===== src/rtl/seg7_pkg.sv =====
// Shared definitions for the seven-segment MMIO display peripheral.
// Latency: n/a (constants and pure functions only).
// Backpressure: n/a.
//
// Holds register offsets, CTRL bit positions, the hex-to-segment patterns,
// the blank pattern, the digit count and the BCD converter state encoding.
package seg7_pkg;

   localparam int unsigned NUM_DIGITS = 4;

   // Register byte offsets (address[1:0] is ignored by the decoder)
   localparam logic [3:0] OFF_DATA   = 4'h0;
   localparam logic [3:0] OFF_CTRL   = 4'h4;
   localparam logic [3:0] OFF_STATUS = 4'h8;

   // CTRL layout
   localparam int unsigned CTRL_EN_BIT    = 0;
   localparam int unsigned CTRL_DEC_BIT   = 1;
   localparam int unsigned CTRL_BLANK_LSB = 4;
   localparam logic [7:0]  CTRL_RESET     = 8'h01;

   // Segment patterns {g,f,e,d,c,b,a}, active-low
   localparam logic [6:0] SEG_0     = 7'b1000000;
   localparam logic [6:0] SEG_1     = 7'b1111001;
   localparam logic [6:0] SEG_2     = 7'b0100100;
   localparam logic [6:0] SEG_3     = 7'b0110000;
   localparam logic [6:0] SEG_4     = 7'b0011001;
   localparam logic [6:0] SEG_5     = 7'b0010010;
   localparam logic [6:0] SEG_6     = 7'b0000010;
   localparam logic [6:0] SEG_7     = 7'b1111000;
   localparam logic [6:0] SEG_8     = 7'b0000000;
   localparam logic [6:0] SEG_9     = 7'b0010000;
   localparam logic [6:0] SEG_A     = 7'b0001000;
   localparam logic [6:0] SEG_B     = 7'b0000011;
   localparam logic [6:0] SEG_C     = 7'b1000110;
   localparam logic [6:0] SEG_D     = 7'b0100001;
   localparam logic [6:0] SEG_E     = 7'b0000110;
   localparam logic [6:0] SEG_F     = 7'b0001110;
   localparam logic [6:0] SEG_BLANK = 7'b1111111;
   localparam logic [3:0] AN_OFF    = 4'b1111;

   // Decimal conversion: 9999 fits in 14 bits, so 14 shift steps suffice
   localparam int unsigned BCD_BITS  = 14;
   localparam logic [15:0] BCD_LIMIT = 16'd9999;

   typedef enum logic {
      CONV_IDLE,
      CONV_RUN
   } conv_state_t;

   function automatic logic [6:0] hex_to_seg(input logic [3:0] nib);
      logic [6:0] s;
      case (nib)
         4'h0: s = SEG_0;
         4'h1: s = SEG_1;
         4'h2: s = SEG_2;
         4'h3: s = SEG_3;
         4'h4: s = SEG_4;
         4'h5: s = SEG_5;
         4'h6: s = SEG_6;
         4'h7: s = SEG_7;
         4'h8: s = SEG_8;
         4'h9: s = SEG_9;
         4'hA: s = SEG_A;
         4'hB: s = SEG_B;
         4'hC: s = SEG_C;
         4'hD: s = SEG_D;
         4'hE: s = SEG_E;
         default: s = SEG_F;
      endcase
      return s;
   endfunction

   // Saturate to the largest four-digit decimal value
   function automatic logic [BCD_BITS-1:0] clamp_9999(input logic [15:0] v);
      logic [15:0] c;
      c = (v > BCD_LIMIT) ? BCD_LIMIT : v;
      return c[BCD_BITS-1:0];
   endfunction

   // Double-dabble correction: every BCD digit >= 5 gets +3 before the shift
   function automatic logic [15:0] bcd_adjust(input logic [15:0] w);
      logic [15:0] r;
      r = w;
      for (int i = 0; i < 4; i++) begin
         if (w[i*4 +: 4] > 4'd4) begin
            r[i*4 +: 4] = w[i*4 +: 4] + 4'd3;
         end
      end
      return r;
   endfunction

endpackage


===== src/rtl/seg7_bcd_conv.sv =====
// Sequential binary-to-BCD converter (double-dabble, one bit per cycle).
// Latency: 14 cycles from start to done; busy is high for those 14 cycles.
// Backpressure: none; a start while busy discards the conversion and restarts.
//
// Ports:
//   clk, rst      clock and synchronous active-high reset
//   start         load bin and begin a conversion (values > 9999 saturate)
//   bin[15:0]     binary value sampled on the start edge
//   busy          conversion in progress
//   done          one-cycle pulse on the edge that publishes bcd
//   bcd[15:0]     last completed result, four BCD digits; held while busy
module seg7_bcd_conv
   import seg7_pkg::*;
(
   input  logic        clk,
   input  logic        rst,
   input  logic        start,
   input  logic [15:0] bin,
   output logic        busy,
   output logic        done,
   output logic [15:0] bcd
);

   conv_state_t         state_q, state_n;
   logic [BCD_BITS-1:0] bin_q, bin_n;
   logic [15:0]         work_q, work_n;
   logic [3:0]          step_q, step_n;
   logic [15:0]         bcd_q, bcd_n;
   logic                done_q, done_n;
   logic [15:0]         shifted;

   // Adjust then shift the next binary MSB into the BCD accumulator
   always_comb begin
      logic [15:0] adj;
      adj     = bcd_adjust(work_q);
      shifted = {adj[14:0], bin_q[BCD_BITS-1]};
   end

   always_ff @(posedge clk) begin
      if (rst) begin
         state_q <= CONV_IDLE;
         bin_q   <= '0;
         work_q  <= '0;
         step_q  <= '0;
         bcd_q   <= '0;
         done_q  <= 1'b0;
      end else begin
         state_q <= state_n;
         bin_q   <= bin_n;
         work_q  <= work_n;
         step_q  <= step_n;
         bcd_q   <= bcd_n;
         done_q  <= done_n;
      end
   end

   always_comb begin
      state_n = state_q;
      bin_n   = bin_q;
      work_n  = work_q;
      step_n  = step_q;
      bcd_n   = bcd_q;
      done_n  = 1'b0;
      if (start) begin
         state_n = CONV_RUN;
         bin_n   = clamp_9999(bin);
         work_n  = '0;
         step_n  = 4'(BCD_BITS);
      end else if (state_q == CONV_RUN) begin
         work_n = shifted;
         bin_n  = {bin_q[BCD_BITS-2:0], 1'b0};
         step_n = step_q - 4'd1;
         if (step_q == 4'd1) begin
            state_n = CONV_IDLE;
            bcd_n   = shifted;
            done_n  = 1'b1;
         end
      end
   end

   assign busy = (state_q == CONV_RUN);
   assign done = done_q;
   assign bcd  = bcd_q;

endmodule


===== src/rtl/seg7_mmio_responder.sv =====
// Memory-mapped four-digit seven-segment display peripheral (DATA/CTRL/STATUS).
// Latency: reads 1 cycle; a register write reaches seg/an one edge later.
// Backpressure: none; every strobe is accepted in the cycle it is presented.
//
// Optional feature: define SEG7_DECIMAL_EN for decimal display (CTRL.dec,
// STATUS.busy and the seg7_bcd_conv instance). Without it the block is hex-only.
//
// Ports:
//   clk, rst          clock and synchronous active-high reset
//   address[3:0]      byte offset; [1:0] ignored
//   readEnable        read strobe (decoder-gated); loads readData
//   writeEnable       write strobe (decoder-gated)
//   writeData[31:0]   store data
//   readData[31:0]    registered load data, held while readEnable is low
//   seg[6:0]          {g,f,e,d,c,b,a}, active-low
//   an[3:0]           digit anodes, active-low; an[0] is the rightmost digit
module seg7_mmio_responder
   import seg7_pkg::*;
#(
   parameter int unsigned REFRESH_DIV = 100000
)(
   input  logic        clk,
   input  logic        rst,
   input  logic [3:0]  address,
   input  logic        readEnable,
   input  logic        writeEnable,
   input  logic [31:0] writeData,
   output logic [31:0] readData,
   output logic [6:0]  seg,
   output logic [3:0]  an
);

   localparam int unsigned CNT_W = (REFRESH_DIV > 1) ? $clog2(REFRESH_DIV) : 1;

   logic [3:0]       offset;
   logic             wr_data;
   logic             wr_ctrl;
   logic [15:0]      data_q;
   logic [7:0]       ctrl_q;
   logic [CNT_W-1:0] refresh_cnt;
   logic             refresh_wrap;
   logic [1:0]       digit_idx;
   logic [7:0]       frame_cnt;
   logic             busy;
   logic [15:0]      disp_val;
   logic [31:0]      rd_mux;
   logic [3:0]       nibble;
   logic [3:0]       blank_mask;
   logic             blank_now;

   assign offset  = {address[3:2], 2'b00};
   assign wr_data = writeEnable && (offset == OFF_DATA);
   assign wr_ctrl = writeEnable && (offset == OFF_CTRL);

`ifdef SEG7_DECIMAL_EN
   localparam logic [7:0] CTRL_WMASK = 8'hF3;

   logic        conv_start;
   logic [15:0] conv_in;
   logic        conv_busy;
   logic        conv_done;
   logic [15:0] bcd_val;

   // Convert on any DATA write, or when dec is switched on; a DATA write
   // takes the new value straight from the bus since data_q is not yet updated.
   assign conv_start = wr_data ||
                       (wr_ctrl && writeData[CTRL_DEC_BIT] && !ctrl_q[CTRL_DEC_BIT]);
   assign conv_in    = wr_data ? writeData[15:0] : data_q;

   seg7_bcd_conv u_bcd (
      .clk   (clk),
      .rst   (rst),
      .start (conv_start),
      .bin   (conv_in),
      .busy  (conv_busy),
      .done  (conv_done),
      .bcd   (bcd_val)
   );

   assign busy     = conv_busy;
   assign disp_val = ctrl_q[CTRL_DEC_BIT] ? bcd_val : data_q;

   logic unused_conv;
   assign unused_conv = conv_done;
`else
   localparam logic [7:0] CTRL_WMASK = 8'hF1;

   assign busy     = 1'b0;
   assign disp_val = data_q;
`endif

   // Upper store bits and the byte lane within a word carry no meaning here
   logic unused_bus;
   assign unused_bus = ^{writeData[31:16], address[1:0]};

   // Register file
   always_ff @(posedge clk) begin
      if (rst) begin
         data_q <= '0;
         ctrl_q <= CTRL_RESET;
      end else begin
         if (wr_data) data_q <= writeData[15:0];
         if (wr_ctrl) ctrl_q <= writeData[7:0] & CTRL_WMASK;
      end
   end

   // Read mux sees pre-write register values, so a same-offset read and
   // write in one cycle returns the old contents.
   always_comb begin
      rd_mux = '0;
      case (offset)
         OFF_DATA:   rd_mux = {16'h0, data_q};
         OFF_CTRL:   rd_mux = {24'h0, ctrl_q};
         OFF_STATUS: rd_mux = {16'h0, frame_cnt, 5'b0, busy, digit_idx};
         default:    rd_mux = '0;
      endcase
   end

   always_ff @(posedge clk) begin
      if (rst) begin
         readData <= '0;
      end else if (readEnable) begin
         readData <= rd_mux;
      end
   end

   // Refresh timebase: free-running, independent of en
   assign refresh_wrap = (refresh_cnt == CNT_W'(REFRESH_DIV - 1));

   always_ff @(posedge clk) begin
      if (rst) begin
         refresh_cnt <= '0;
         digit_idx   <= '0;
         frame_cnt   <= '0;
      end else if (refresh_wrap) begin
         refresh_cnt <= '0;
         digit_idx   <= digit_idx + 2'd1;
         if (digit_idx == 2'(NUM_DIGITS - 1)) begin
            frame_cnt <= frame_cnt + 8'd1;
         end
      end else begin
         refresh_cnt <= refresh_cnt + CNT_W'(1);
      end
   end

   // Display drive, registered from the current digit slot
   assign nibble     = disp_val[{digit_idx, 2'b00} +: 4];
   assign blank_mask = ctrl_q[CTRL_BLANK_LSB +: 4];
   assign blank_now  = !ctrl_q[CTRL_EN_BIT] || blank_mask[digit_idx];

   always_ff @(posedge clk) begin
      if (rst) begin
         an  <= AN_OFF;
         seg <= SEG_BLANK;
      end else if (blank_now) begin
         an  <= AN_OFF;
         seg <= SEG_BLANK;
      end else begin
         an  <= ~(4'b0001 << digit_idx);
         seg <= hex_to_seg(nibble);
      end
   end

endmodule

===== config.mk =====
export PLATFORM = sky130hd
export DESIGN_NAME = seg7_mmio_responder
export DESIGN_NICKNAME = d
export VERILOG_FILES = /design/src/rtl/seg7_pkg.sv /design/src/rtl/seg7_bcd_conv.sv /design/src/rtl/seg7_mmio_responder.sv
export SDC_FILE = /design/constraint.sdc
export NUM_CORES = 1
export LEC_CHECK = 0
export CORE_MARGIN = 1
export CORE_UTILIZATION = 47
export CTS_BUF_LIST = sky130_fd_sc_hd__clkbuf_4 sky130_fd_sc_hd__clkbuf_8
export CTS_CLUSTER_SIZE = 10
export DETAILED_ROUTE_END_ITERATION = 8
export PLACE_DENSITY = 0.78
export SYNTH_ARGS = -nofsm -noshare
export SYNTH_HDL_FRONTEND = slang
export SYNTH_SLANG_ARGS = --single-unit

===== constraint.sdc =====
create_clock -name clk -period 1.98 [get_ports clk]
set_clock_uncertainty 0.2 [all_clocks]
set_input_delay 0.396 -clock clk [delete_from_list [all_inputs] [get_ports clk]]
set_output_delay 0.396 -clock clk [all_outputs]
set_load 0.02 [all_outputs]

==> flow_metrics.tcl, run 1 <==
set metrics [dict create \
    routed_via_density 5.33 \
    ios 83 \
    row_count 31 \
    slew_headroom_pct 61.2 \
    power_density_nw_per_um2 659 \
    finalCritPeriodShare_pct 101 \
    grt_usage_pct 19.9 \
    port_buffers 48 \
    grt_pass1_vias 2913 \
    dieArea_sq_um 8140 \
    violations "negative setup slack" \
    placed_area_sq_um 4310 \
    diodes 0 \
    r2r_slack_ns -0.02 \
    fillers 591 \
    dp_slack_ns -0.129 \
    fmax_mhz 499 \
    worst_slack_ns -0.0232 \
    vias 3102 \
    firstDrtPassIters 4 \
    status "complete, but fails checks" \
    ir_drop_uv 411 \
    hold_depth 1 \
    root_buffer "clkbuf_8" \
    critPathMaxStageDelay_ns 0.60 \
    wl_um 8220 \
    dp_hpwl_um 5720 \
    yosysUniqueCellTypes 46 \
    syn_area_sq_um 3660 \
    numCtsBuffers 9 \
    initial_core_util_pct 49.4 \
    ff2ff_path_depth 5 \
    worst_pin_slew_ns 0.581 \
    worst-path-buf-inv 0 \
    met3_usage_pct 4.99 \
    grt.busiest_layer "met2" \
    crit_arrival_ns 2.04 \
    synthCells 409 \
    path_clk_slew_ns 0.08 \
    reg2reg_to "seg[0]" \
    worstPathCellList "mux4_2 -> ha_4 -> or3b_1 -> o221ai_2 -> nand2_1" \
    rsz0062_at_grt "true" \
    pwr-share-clk_pct 38.4 \
    combPwrFrac_pct 10.9 \
    hold_start "refresh_cnt[0]" \
    use_met1_pct 25.3 \
    cts_buffer_depth 2 \
    crit_slowest_cell "mux4_2" \
    drive_gt1_share_pct 20.5 \
    clock_sinks 75 \
    gp_congestion 0.825 \
    core_sq_um 7410 \
    setup_viol 1 \
    worstPathMaxFanout 5 \
    postLayoutCoreUtil_pct 63.1 \
    area_growth_pct 27.8 \
    maxSlewViolCount 0 \
    cp_top_family "multiplexers" \
    finalHoldViolCount 0 \
    ys_warn_count 0 \
    drtAntennaViolNets 0 \
    design_area_sq_um 4680 \
    required_ns 2.02 \
    die_h_um 90.2 \
    overflow 0 \
    async_flop_share_pct 0 \
    cts_hold_buf 0 \
    met2_usage_pct 33.0 \
    synth-main-ff-cell "dfxtp_1" \
    hold_path_class "register to register" \
    switching_share_pct 25.7 \
    min_period_ns 2.00 \
    grt_max_degree 27 \
    syn_avg_cell_area_sq_um 8.95 \
    cts_max_level 3 \
    ys_seq_area_share_pct 41.0 \
    crit_path_end_kind "register" \
    fin_nets 530 \
    dieWidth_um 90.2 \
    timing.hold.ws_ns 0.217 \
    path_class "register to register" \
    path_depth 5 \
    clkLatencyLatePin_ns 0.34 \
    cts_tree "done" \
    r2r_start "digit_idx[0]" \
    switching_power_uw 791 \
    critPathLaunchType "register" \
    antenna_found_initial 0 \
    p_int_mw 2.29 \
    seq_power_share_pct 50.7 \
    synth_edf_count 0 \
    leakagePower_nw 1.75 \
    routedWlPerCell_um 14.1 \
    whs_endpoint "refresh_cnt[0]" \
    grt_pass1_wl_um 13200 \
    drv_cap 0 \
    ys_ff_latch 75 \
    drt_iter0_drc 152 \
    drc 0 \
]
-- what timing repair did --
action | in CTS | in global routing
buffers inserted | 0 | 6
gates resized for setup | 4 | 24
pin swaps | 1 | 6
endpoints found under the setup margin | 5 | 17
gates cloned | 0 | 1
-- sequential cells by signal, summed over array words and instances (netlist names) --
name / cells
seg: 7
readData: 16
digit_idx: 2
refresh_cnt: 17
an: 4
ctrl_q: 5
frame_cnt: 8
data_q: 16
-- worst max path at each step --
stage / start / endpoint / slack (ns)
final: digit_idx[0] / seg[0] / -0.02
after global placement: address[2] / readData[14] / -0.1
after detailed placement: address[2] / readData[9] / -0.13
after floorplan: digit_idx[0] / seg[0] / -0.02
after global routing: digit_idx[0] / seg[0] / -0.1
after CTS: refresh_cnt[12] / frame_cnt[6] / 0.0003
-- cell type report --
class / count / area [sq um] / area share, %
multi-input cells: 295 / 2000 / 42.7
clock inverters: 7 / 76.3 / 1.63
well taps: 99 / 124 / 2.65
inverters: 12 / 47.5 / 1.02
clock buffers: 9 / 124 / 2.65
repair buffers: 85 / 800 / 17.1
flip-flops and latches: 75 / 1510 / 32.3
-- worst reg2reg max path, cell delays in order, from the launching register on --
cell and delay, ns:
dfxtp_4 0.39, mux4_2 0.61, ha_4 0.21, or3b_1 0.35
o221ai_2 0.07, nand2_1 0.08
-- power groups by stage --
stage,registers (mW),clock network [mW],logic [mW]
2_1_floorplan,1.62,0,0.185
3_3_place_gp,1.60,0,0.311
3_5_place_dp,1.60,0,0.316
4_1_cts,1.56,1.20,0.317
5_1_grt,1.57,1.27,0.362
6_report,1.57,1.18,0.336
-- Yosys cell counts (4+ instances only) --
master / n / share of area [%]
a21oi_1: 50 / 6.8
nand2b_1: 4 / 0.68
nor2b_1: 12 / 2.1
buf_6: 5 / 1.5
ha_1: 12 / 4.1
o21ai_0: 4 / 0.55
nand4_1: 8 / 1.4
mux2i_1: 12 / 3.3
buf_4: 16 / 3.3
and3_1: 4 / 0.68
or4_1: 10 / 2.1
o31ai_1: 10 / 2.1
mux2_2: 9 / 2.8
inv_1: 12 / 1.2
clkbuf_1: 15 / 1.5
nor2_1: 31 / 3.2
nand3_1: 15 / 2.1
dfxtp_1: 75 / 41
mux4_2: 5 / 3.1
xor2_1: 9 / 2.2
nand2_1: 54 / 5.5
o221ai_1: 4 / 0.96
-- cells in the final DEF (no fill, tap or decap), types with 3 or more instances in the layout --
cell             synthesis  layout
dfxtp_1                 75      70
nand2_1                 54      53
a21oi_1                 50      48
clkdlybuf4s50_1          0      48
buf_4                   16      33
nor2_1                  31      31
conb_1                   1      16
nand3_1                 15      14
nor2b_1                 12      12
mux2i_1                 12      12
o31ai_1                 10      10
or4_1                   10      10
inv_1                   12       9
xor2_1                   9       9
mux2_2                   9       9
clkbuf_8                 2       9
nand4_1                  8       8
mux4_2                   5       6
ha_1                    12       6
nand2b_1                 4       4
and3_1                   4       4
o21ai_0                  4       4
dfxtp_2                  0       4
o211ai_1                 3       3
and2_1                   3       3
ha_2                     0       3
ha_4                     0       3
buf_12                   0       3
-- metrics by stage --
step	std cells	power [mW]	setup TNS (ns)
6_report	582	3.08	-0.0232
3_5_place_dp	559	1.92	-0.946
5_1_grt	582	3.20	-0.254
2_1_floorplan	424	1.81	-0.0178
3_3_place_gp	559	1.91	-0.820
4_1_cts	575	3.08	0
-- per-layer routing --
metal	routed length [um]	part of all wire, %
met5	0	0
met4	107	1.3
met3	428	5.2
met2	4070	49
met1	3610	44
-- logic make-up after synthesis --
kind of cell | Yosys count | share of synthesized area (%)
AOI/OAI and AO/OA | 73 | 11.4
other | 1 | 0.102
buffers and inverters | 55 | 9.06
muxes | 26 | 9.13
xor gates and xnor gates | 10 | 2.39
adders and majority gates | 12 | 4.10
and+or+nand+nor | 157 | 22.8
DFF | 75 | 41.0
Note: power is estimated with default switching activity, not from simulation.
==> inputs of run 2 (changes only) <==
--- a/config.mk
+++ b/config.mk
@@ -10,7 +10,8 @@
 export CTS_BUF_LIST = sky130_fd_sc_hd__clkbuf_4 sky130_fd_sc_hd__clkbuf_8
 export CTS_CLUSTER_SIZE = 10
 export DETAILED_ROUTE_END_ITERATION = 8
-export PLACE_DENSITY = 0.78
+export PLACE_DENSITY_LB_ADDON = 0.3
+export RECOVER_POWER = 100
 export SYNTH_ARGS = -nofsm -noshare
 export SYNTH_HDL_FRONTEND = slang
 export SYNTH_SLANG_ARGS = --single-unit
==> flow_metrics.tcl, run 2 (synthesis results as in run 1) <==
set metrics [dict create \
    power_density_nw_per_um2 699 \
    ir_drop_uv 394 \
    path_class "register to register" \
    layout_commonest_cell "dfxtp_1" \
    row_count 31 \
    drv_cap 0 \
    antenna_found_initial 0 \
    vias 3030 \
    routedWlPerCell_um 13.5 \
    min_period_ns 1.97 \
    clock_sinks 75 \
    overflow 0 \
    worstPathMaxFanout 4 \
    grt_max_degree 28 \
    leakagePower_nw 1.69 \
    whs_endpoint "refresh_cnt[0]" \
    ios 83 \
    r2r_slack_ns 0.01 \
    required_ns 2.01 \
    finalCritPeriodShare_pct 99.5 \
    hold_path_class "register to register" \
    maxSlewViolCount 0 \
    top_register "refresh_cnt" \
    grt_usage_pct 19.7 \
    drt_iter0_drc 131 \
    drtAntennaViolNets 0 \
    slew_headroom_pct 62.7 \
    diodes 0 \
    postLayoutCoreUtil_pct 61.1 \
    dieWidth_um 90.2 \
    cts_max_level 3 \
    numCtsBuffers 9 \
    cp_top_family "multiplexers" \
    firstDrtPassIters 4 \
    worst_pin_slew_ns 0.559 \
    worst-path-buf-inv 0 \
    largest_reg_flops 17 \
    status "finished clean" \
    worstPathCellList "mux4_2 -> ha_4 -> or3b_1 -> o221ai_1 -> nand2_1" \
    dieArea_sq_um 8140 \
    crit_arrival_ns 2.00 \
    hold_start "refresh_cnt[0]" \
    ff2ff_path_depth 5 \
    cts_buffer_depth 2 \
    reg2reg_to "seg[0]" \
    fillers 662 \
    fmax_mhz 508 \
    fin_nets 528 \
    drc 0 \
    path_clk_slew_ns 0.08 \
    placed_area_sq_um 4320 \
    routed_via_density 5.23 \
    gp_congestion 0.793 \
    grt_pass1_vias 2784 \
    setup_viol 0 \
    design_area_sq_um 4520 \
    clkLatencyLatePin_ns 0.34 \
    die_h_um 90.2 \
    cts_tree "done" \
    port_buffers 48 \
    finalHoldViolCount 0 \
    initial_core_util_pct 49.4 \
    dp_hpwl_um 5560 \
    largestRegisters "refresh_cnt x17, data_q x16, readData x16" \
    r2r_start "digit_idx[0]" \
    crit_path_end_kind "register" \
    core_sq_um 7410 \
    root_buffer "clkbuf_8" \
    wl_um 7840 \
    rsz0062_at_grt "true" \
    crit_slowest_cell "mux4_2" \
    final_cell_mix "dfxtp_1, nand2_1, a21oi_1, clkdlybuf4s50_1, nor2_1" \
    grt_pass1_wl_um 13000 \
    critPathMaxStageDelay_ns 0.58 \
    drive_gt1_share_pct 16.3 \
    hold_depth 1 \
    area_growth_pct 23.6 \
    critPathLaunchType "register" \
]
[run 2: cell type report]
class	instances	area (sq um)	share of cell area, %
clock buffers	10	138	3.04
clock inverters	5	77.6	1.71
inverters	12	45.0	0.996
multi-input cells	294	1910	42.3
flip-flops and latches	75	1510	33.3
well taps	99	124	2.74
repair buffers	84	722	16.0
[run 2: worst max-delay path by stage]
stage	startpoint	endpoint	slack, ns	cells past startpoint
finish	digit_idx[0]	seg[0]	0.01	5
global route	digit_idx[0]	seg[0]	-0.05	5
CTS	digit_idx[1]	frame_cnt[4]	0.01	5
detailed placement	address[3]	readData[13]	-0.04	5
global placement	address[2]	readData[9]	-0.05	5
floorplan	digit_idx[0]	seg[0]	-0.02	6
[run 2: power by group]
group / leakage [nW] / internal (mW) / switching [mW]
clock: 0.108 / 0.733 / 0.556
sequential: 0.611 / 1.54 / 0.0194
combinational: 0.970 / 0.135 / 0.173
total: 1.69 / 2.41 / 0.748
[run 2: through the flow]
step	setup slack [ns]	setup TNS [ns]	total power [mW]	std cells	hold slack, ns
floorplan	-0.0178	-0.0178	1.81	424	0.213
global placement	-0.0471	-0.354	1.92	560	0.222
detailed placement	-0.0372	-0.313	1.92	560	0.228
CTS	0.0129	0	3.20	577	0.238
global route	-0.0454	-0.267	3.27	579	0.283
finish	0.0104	0	3.16	579	0.246
[run 2: routing by layer]
metal | track usage [%] | vias up | routed length, um
met4 | 7.66 | 0 | 66
met3 | 3.47 | 8 | 326
met5 | 0 | - | 0
met2 | 30.4 | 82 | 3600
li1 | - | 1521 | -
met1 | 27.2 | 1419 | 3840
[run 2: repair_timing]
item                       CTS  global route
setup buffers                2             2
hold buffers                 0             0
pin swaps                    0             2
setup endpoints to repair    2            18
resized for setup            1             9
